<file path="src/rtl/nr_divider_seq_if.sv">
// Operand/result handshake bundle for nr_divider_seq.
// The master side supplies operands and consumes results; the slave side is the divider.
interface nr_divider_seq_if #(
  parameter int unsigned WIDTH = 8
);
  logic             in_valid;
  logic             in_ready;
  logic [WIDTH-1:0] dividend;
  logic [WIDTH-1:0] divisor;
  logic             out_valid;
  logic             out_ready;
  logic [WIDTH-1:0] quotient;
  logic [WIDTH-1:0] remainder;
  logic             div_zero;

  modport master (
    output in_valid, dividend, divisor, out_ready,
    input  in_ready, out_valid, quotient, remainder, div_zero
  );

  modport slave (
    input  in_valid, dividend, divisor, out_ready,
    output in_ready, out_valid, quotient, remainder, div_zero
  );
endinterface

</file>
<file path="src/rtl/nr_divider_seq.sv">
// Sequential unsigned non-restoring divider, one quotient bit per clock.
// Define DIV_ZERO_DETECT_EN to short-circuit divide-by-zero and raise div_zero.
module nr_divider_seq #(
  parameter int unsigned WIDTH = 8
) (
  input logic             clk,
  input logic             reset,
  nr_divider_seq_if.slave bus
);
  localparam int unsigned CW = $clog2(WIDTH + 1);
`ifdef DIV_ZERO_DETECT_EN
  localparam bit DZ_EN = 1'b1;
`else
  localparam bit DZ_EN = 1'b0;
`endif

  typedef enum logic [1:0] {IDLE, RUN, FIX, DONE} state_t;

  state_t           state;
  logic [CW-1:0]    count;
  logic [WIDTH:0]   part_rem;
  logic [WIDTH-1:0] quo;
  logic [WIDTH-1:0] dvs;
  logic             dz_pend;
  logic             in_ready_q;
  logic             out_valid_q;
  logic             div_zero_q;
  logic [WIDTH-1:0] quotient_q;
  logic [WIDTH-1:0] remainder_q;

  logic [WIDTH:0]   dvs_ext;
  logic [WIDTH:0]   shifted;
  logic [WIDTH:0]   step_rem;

  // Partial remainder is WIDTH+1 bits two's complement; wraparound in the
  // shifted intermediate is harmless since each step result lies in [-D, D).
  always_comb begin
    dvs_ext  = {1'b0, dvs};
    shifted  = {part_rem[WIDTH-1:0], quo[WIDTH-1]};
    step_rem = part_rem[WIDTH] ? shifted + dvs_ext : shifted - dvs_ext;
  end

  always_ff @(posedge clk) begin
    if (reset) begin
      state       <= IDLE;
      count       <= '0;
      part_rem    <= '0;
      quo         <= '0;
      dvs         <= '0;
      dz_pend     <= 1'b0;
      in_ready_q  <= 1'b1;
      out_valid_q <= 1'b0;
      div_zero_q  <= 1'b0;
      quotient_q  <= '0;
      remainder_q <= '0;
    end else begin
      unique case (state)
        IDLE: begin
          if (bus.in_valid) begin
            state      <= RUN;
            in_ready_q <= 1'b0;
            count      <= '0;
            part_rem   <= '0;
            quo        <= bus.dividend;
            dvs        <= bus.divisor;
            dz_pend    <= DZ_EN && (bus.divisor == '0);
          end
        end
        RUN: begin
          if (dz_pend) begin
            state       <= DONE;
            out_valid_q <= 1'b1;
            quotient_q  <= '1;
            remainder_q <= quo;
            div_zero_q  <= 1'b1;
          end else begin
            part_rem <= step_rem;
            quo      <= {quo[WIDTH-2:0], ~step_rem[WIDTH]};
            if (count == CW'(WIDTH - 1)) begin
              state <= FIX;
              count <= '0;
            end else begin
              count <= count + CW'(1);
            end
          end
        end
        FIX: begin
          // First cycle corrects a negative remainder, second publishes results.
          if (count == '0) begin
            if (part_rem[WIDTH]) part_rem <= part_rem + dvs_ext;
            count <= CW'(1);
          end else begin
            state       <= DONE;
            count       <= '0;
            out_valid_q <= 1'b1;
            quotient_q  <= quo;
            remainder_q <= part_rem[WIDTH-1:0];
            div_zero_q  <= 1'b0;
          end
        end
        DONE: begin
          if (bus.out_ready) begin
            state       <= IDLE;
            out_valid_q <= 1'b0;
            in_ready_q  <= 1'b1;
          end
        end
      endcase
    end
  end

  assign bus.in_ready  = in_ready_q;
  assign bus.out_valid = out_valid_q;
  assign bus.quotient  = quotient_q;
  assign bus.remainder = remainder_q;
  assign bus.div_zero  = div_zero_q;
endmodule

</file>
<file path="src/flat_wrapper.sv">
// flat-port wrapper written by rule: the top's interface ports become plain ports
module nr_divider_seq_flat 
#(
  parameter int unsigned WIDTH = 8
)
  (clk, reset, bus_in_valid, bus_dividend, bus_divisor, bus_out_ready, bus_in_ready, bus_out_valid, bus_quotient, bus_remainder, bus_div_zero);
  nr_divider_seq_if #(.WIDTH(WIDTH)) bus_i ();
  input logic clk;
  input logic reset;
  input wire logic [$bits(bus_i.in_valid)-1:0] bus_in_valid;
  input wire logic [$bits(bus_i.dividend)-1:0] bus_dividend;
  input wire logic [$bits(bus_i.divisor)-1:0] bus_divisor;
  input wire logic [$bits(bus_i.out_ready)-1:0] bus_out_ready;
  output wire logic [$bits(bus_i.in_ready)-1:0] bus_in_ready;
  output wire logic [$bits(bus_i.out_valid)-1:0] bus_out_valid;
  output wire logic [$bits(bus_i.quotient)-1:0] bus_quotient;
  output wire logic [$bits(bus_i.remainder)-1:0] bus_remainder;
  output wire logic [$bits(bus_i.div_zero)-1:0] bus_div_zero;
  assign bus_i.in_valid = bus_in_valid;
  assign bus_i.dividend = bus_dividend;
  assign bus_i.divisor = bus_divisor;
  assign bus_i.out_ready = bus_out_ready;
  assign bus_in_ready = bus_i.in_ready;
  assign bus_out_valid = bus_i.out_valid;
  assign bus_quotient = bus_i.quotient;
  assign bus_remainder = bus_i.remainder;
  assign bus_div_zero = bus_i.div_zero;
  nr_divider_seq #(.WIDTH(WIDTH)) u_core (.clk(clk), .reset(reset), .bus(bus_i));
endmodule
</file>
<file path="config.mk">
export PLATFORM = sky130hd
export DESIGN_NAME = nr_divider_seq_flat
export DESIGN_NICKNAME = d
export VERILOG_FILES = /design/src/rtl/nr_divider_seq_if.sv /design/src/rtl/nr_divider_seq.sv /design/src/flat_wrapper.sv
export SDC_FILE = /design/constraint.sdc
export NUM_CORES = 1
export LEC_CHECK = 0
export ABC_AREA = 1
export CORE_AREA = 5 5 93 95
export DETAILED_ROUTE_END_ITERATION = 8
export DIE_AREA = 0 0 98 100
export HOLD_SLACK_MARGIN = 0.1
export PLACE_DENSITY = 0.61
export SYNTH_ARGS = -nofsm -noshare
export SYNTH_HDL_FRONTEND = slang
export SYNTH_SLANG_ARGS = --single-unit
</file>
<file path="constraint.sdc">
create_clock -name clk -period 6.2 [get_ports clk]
set_input_delay 1.24 -clock clk [delete_from_list [all_inputs] [get_ports clk]]
set_output_delay 1.24 -clock clk [all_outputs]
set_load 0.02 [all_outputs]
</file>
* Yosys cells after proc, flatten, opt, wreduce, memory -nomap -nowiden *
Index checks and enable logic that the tools add are counted.
Widths: inputs -> output; s select.

storage, ports and cells
  bits in registers = 50
  latch bits = 0
  RAM bits = 0
  ROM bits = 0
  bits of input ports = 20
  output and inout bits = 19
  logic and storage cells = 71
  memories = 0

operators by class
  $add $sub $neg = 4
  multipliers = 0
  divide/modulo/power cells = 0
  magnitude comparators = 0
  equal/unequal tests = 10
  shift operators = 0
  mux-type cells = 28
  bitwise logic cells = 2
  reductions and logical operators = 16

operators by type and width
  operator             number
  $mux 8               5
  $mux 9               4
  $pmux 9 s3           1
  $add 9x8->9          2
  $pmux 8 s2           1
  $pmux 4 s3           1
  $reduce_and 4->1     3
  $reduce_and 3->1     3
  $sub 9x8->9          1
  $mux 2               4
  $mux 4               2
  $pmux 2 s4           1
  $mux 1               7
  $ne 2x1->1 const B   3
  $ne 2x2->1 const B   3
  $reduce_and 2->1     3
  $reduce_bool 2->1    3
  $reduce_bool 3->1    2
  $add 4x1->4 const B  1
  $eq 2x2->1 const B   2
  $eq 4x3->1 const B   1
  $logic_not 4->1      1
  $pmux 1 s2           2
  $eq 2x1->1 const B   1
  other kinds (2)      3

* Depth between registers and ports, before layout *
  word-level depth = 4
  gate-level depth with buffers = 17
  gate-level depth less buffers = 17

* Least setup slack after synthesis *
No wires, ideal clock.

  path type = flip-flop to flip-flop
  start point = reg u_core.dvs[2]
  end point = reg u_core.part_rem[8]
  setup time = 0.132 ns
  data arrival time = 1.923 ns
  data required time = 6.068 ns
  path slack = 4.144 ns
  cell stages (with the launch flop) = 16
  buffers on the path = 0
  clock period less this slack = 2.056 ns
  cell sequence = dfxtp_1 > nor3_1 > nor3b_1 > or2_2 > xor2_1 > ha_1 > nand2_1 > nand2_1 > a21oi_1 > nand2_1 > inv_1 > nand2_1 > nand3_1 > nand2_1 > nand2_1 > a21oi_1

between the ends
  word-level cells in the longest chain between the ends = 4
  elaborated cells on any way between the ends = 7
  classes of those cells = add/sub (3); mux (4)

RTL lines
  item                    RTL line              RTL
  from (decl)             nr_divider_seq.sv:23  logic [WIDTH-1:0] dvs;
  from (signal assigned)  nr_divider_seq.sv:65  dvs <= bus.divisor;
  $add 9x8->9             nr_divider_seq.sv:90  if (part_rem[WIDTH]) part_rem <= part_rem + dvs_ext;
  $mux 9                  nr_divider_seq.sv:90
  $mux 9                  nr_divider_seq.sv:89  if (count == '0) begin
  $pmux 9 s3 *            nr_divider_seq.sv:57  unique case (state)
  to (signal assigned)    nr_divider_seq.sv:77  part_rem <= step_rem;
  to (signal assigned)    nr_divider_seq.sv:90
  to (decl)               nr_divider_seq.sv:21  logic [WIDTH:0] part_rem;

Mark *: on every way between the ends. The rest lies on a longest branch, timed or not. The select of a mux whose other input is x is not followed.
A chain may end at the register's enable or synchronous reset.

==> metrics.log <==
INFO  metric grt_util_met1 = between 20% and 30%
INFO  metric die_area = just under 10000 sq um
INFO  metric cts.path.max_buffers = 2
INFO  metric layout_setup_ws = 3.29 ns
INFO  metric startpoint_type = input port
INFO  metric vias = 2757
INFO  metric worst_clock_skew = ~0.0075 ns
INFO  metric result_of_the_run = finished, final reports clean
INFO  metric pre_cts_slack = approximately 3.0 ns
INFO  metric cts_setup_buffers = 0
INFO  metric finalHoldViolCount = 0
INFO  metric cts_num_sinks = 49
INFO  metric aggregate_global_routing_overflow = 0
INFO  metric final_core_util = ~45%
INFO  metric design.core.area = between 7000 and 8000 sq um
INFO  metric boundaryPins = 39
INFO  metric yosys_register_bits = 49
INFO  metric drt-initial-drc-count = between 100 and 150
INFO  metric hold_path.class = reg2reg
INFO  metric route.antenna.remaining_nets = 0
INFO  metric root_buffer = sky130_fd_sc_hd__clkbuf_8
INFO  metric first_global_vias = ~2600
INFO  metric area_growth = 16.4%
INFO  metric critPathMaxStageDelay = around 0.79 ns
INFO  metric use_met2 = 24.0%
INFO  metric leakage = 1.56 nW
INFO  metric setup-tns-final = 0 ns
INFO  metric max_slew_margin = around two fifths
INFO  metric total_nets_after_synthesis = 470
INFO  metric placedCellCount = 550
INFO  metric layout-drive-gt1-share = ~5.7%
INFO  metric post_drt_via_cell_ratio = between 4 and 5
INFO  metric cellPowerDensity = between 400 and 500 nW/um^2
INFO  metric cp_data_arrival_time = around 3.1 ns
INFO  metric design_power_total = 1.68 mW
INFO  metric async_flop_share = 0%
INFO  metric crit_path_max_fanout = 35
INFO  metric count_of_inserted_antenna_diode_cells = 0
INFO  metric worstPathRequired = 6.43 ns
INFO  metric drt_first_pass_iters = 4
INFO  metric holdBufCountCts = 0
INFO  metric n_fill_cell = 802
INFO  metric finish.net_count = 500
INFO  metric postSynthAreaPerCell = 7.03 sq um
INFO  metric tritoncts = built
INFO  metric number_of_synthesized_flops_with_an_enable_pin = 0
INFO  metric final_max_tran_viols = 0
INFO  metric postLayoutCellArea = ~3500 sq um
INFO  metric clkTransAtPathRegs = 0.09 ns
INFO  metric floorplan.rows = 32
INFO  metric fin_worst_hold_slack = around 0.49 ns
INFO  metric cp_slowest_cell = sky130_fd_sc_hd__inv_1
INFO  metric place_hpwl = 5530 microns
INFO  metric fp.dieW = a little under 100 microns
INFO  metric max_cap_violations = 0
INFO  metric grt_util_all_layers = between 10% and 20%
INFO  metric die_height = roughly 100 microns
INFO  metric postSynth.topFlopCell = sky130_fd_sc_hd__dfxtp_1
INFO  metric grt_antenna_before_repair = 0
INFO  metric synth_cell_type_count = 40
INFO  metric stdcell_count = around 560
INFO  metric netlist_area = between 2000 and 3000 sq um
INFO  metric multi_input_area = between 1500 and 2000 sq um
INFO  metric dpl-instance-area = around 3400 sq um
INFO  metric postRouteWirelength = around 7500 microns
INFO  metric drcViolationCount = 0
INFO  metric gp_congestion = a little over 0.8
INFO  metric synth_largest_area_cell = sky130_fd_sc_hd__dfxtp_1
INFO  metric sequential_cell_area = just under 1000 sq um
INFO  metric final.min_clock_period = 2.91 ns
INFO  metric timing.final.setup_violations = 0
INFO  metric ir_drop = ~330 uV
INFO  metric globalRoute.busiestLayer = met2
INFO  metric synth-warning-count = 0
INFO  metric synthCells = approximately 430
INFO  metric grt_setup_unrepaired = no
INFO  metric clock_latency_reported_for_the_late_side_of_the_worst_skew_pair = about 0.30 ns
INFO  metric grt.met3_usage = around 3.1%
INFO  metric critical_path.cell_chain = clkdlybuf4s50_1, inv_1, o21ai_0, a31oi_1
INFO  metric htree_num_levels = 2
INFO  metric synth_top_area_share = between 30% and 40%
INFO  metric avgRoutedWirePerCell = approximately 13 microns
INFO  metric netlist_top_cells_area = sky130_fd_sc_hd__dfxtp_1, sky130_fd_sc_hd__nand2_1, sky130_fd_sc_hd__ha_1, sky130_fd_sc_hd__o21ai_0, sky130_fd_sc_hd__nor2_1
INFO  metric initial_cell_density_of_the_core = between 30% and 40%
INFO  metric synth-seq-area-share = approximately 33%
INFO  metric first_pass_grt_wire_length = between 10000 and 15000 microns
INFO  metric tightestPinTransition = between 0.9 and 1 ns
INFO  metric port_buffers = 37
INFO  metric max_freq = approximately 0.34 GHz
INFO  metric cts.repair.resized = 0
INFO  metric kind_of_capture_point_of_the_worst_setup_path = flip-flop
INFO  metric grt_start_max_net_pins = 36
INFO  metric period_utilization = a little under half
INFO  metric crit_type = in2reg
INFO  metric total_cts_buffers = 5
[layer usage]
layer  vias up  wire [microns]
met4         0             136
met3        11             326
met1      1236            3660
li1       1458               -
met5         -               0
met2        52            3330
[synth_stat cells (all sizes together), types with 4 or more instances]
master	count
nand3	21
nand2	98
a21oi	33
a31oi	8
ha	23
clkbuf	6
nor2	56
or2	4
inv	39
buf	9
nand3b	5
o21ai	48
xor2	6
dfxtp	49
[layout make-up]
cell class / instances / area share [%]
Clock buffer: 7 / 2.20
Tap cell: 102 / 3.67
Inverter: 39 / 4.36
Multi-Input combinational cell: 322 / 50.5
Clock inverter: 1 / 0.216
Timing Repair Buffer: 38 / 10.9
Sequential cell: 49 / 28.2
[critical path: cells and delay by family]
kind	cells	cell delay (ns)
buffers and inverters	2	1.50
AO/OA/AOI/OAI	2	0.39
[sequential cells by signal, summed over array words and instances, names as in the netlist]
signal / count
u_core.part_rem: 9
u_core.bus.quotient: 8
u_core.bus.remainder: 8
u_core.dvs: 8
u_core.quo: 8
u_core.count: 4
u_core.state: 2
u_core.bus.in_ready: 1
u_core.bus.out_valid: 1
[kinds of logic after synthesis]
group	Yosys count	synth area share (%)
AND/OR/NAND/NOR	191	27.8
buffers and inverters	54	8.42
adder cells (fa/ha/maj)	25	11.0
XOR/XNOR	8	2.35
flip-flops	49	32.8
other	1	0.126
AO/OA/AOI/OAI	97	17.5
[power breakdown]
part / switching, mW / total, mW / internal [mW]
logic: 0.618 / 0.986 / 0.368
clock network: 0.105 / 0.185 / 0.0800
registers: 0.0847 / 0.506 / 0.421
[placed cells by master (no fill, tap or decap), types with 6 or more instances in the layout]
cell,netlist,routed
sky130_fd_sc_hd__inv_1,32,32
sky130_fd_sc_hd__nand3_1,20,20
sky130_fd_sc_hd__clkdlybuf4s50_1,0,37
sky130_fd_sc_hd__a31oi_1,8,8
sky130_fd_sc_hd__ha_1,23,23
sky130_fd_sc_hd__dfxtp_1,49,49
sky130_fd_sc_hd__nand2_1,96,96
sky130_fd_sc_hd__o21ai_0,43,43
sky130_fd_sc_hd__nor2_1,53,53
sky130_fd_sc_hd__xor2_1,6,6
sky130_fd_sc_hd__a21oi_1,33,33
[path summary, 6_finish.rpt]
kind | end | startpoint | slack (ns) | depth (start not counted)
min reg2reg | u_core.bus.out_valid | u_core.bus.out_valid | 0.49 | 2
max reg2reg | u_core.quo[0] | u_core.dvs[0] | 3.63 | 13
max | u_core.quo[7] | reset | 3.29 | 4
min | u_core.bus.out_valid | u_core.bus.out_valid | 0.49 | 2
(Power assumes the default switching activity.)
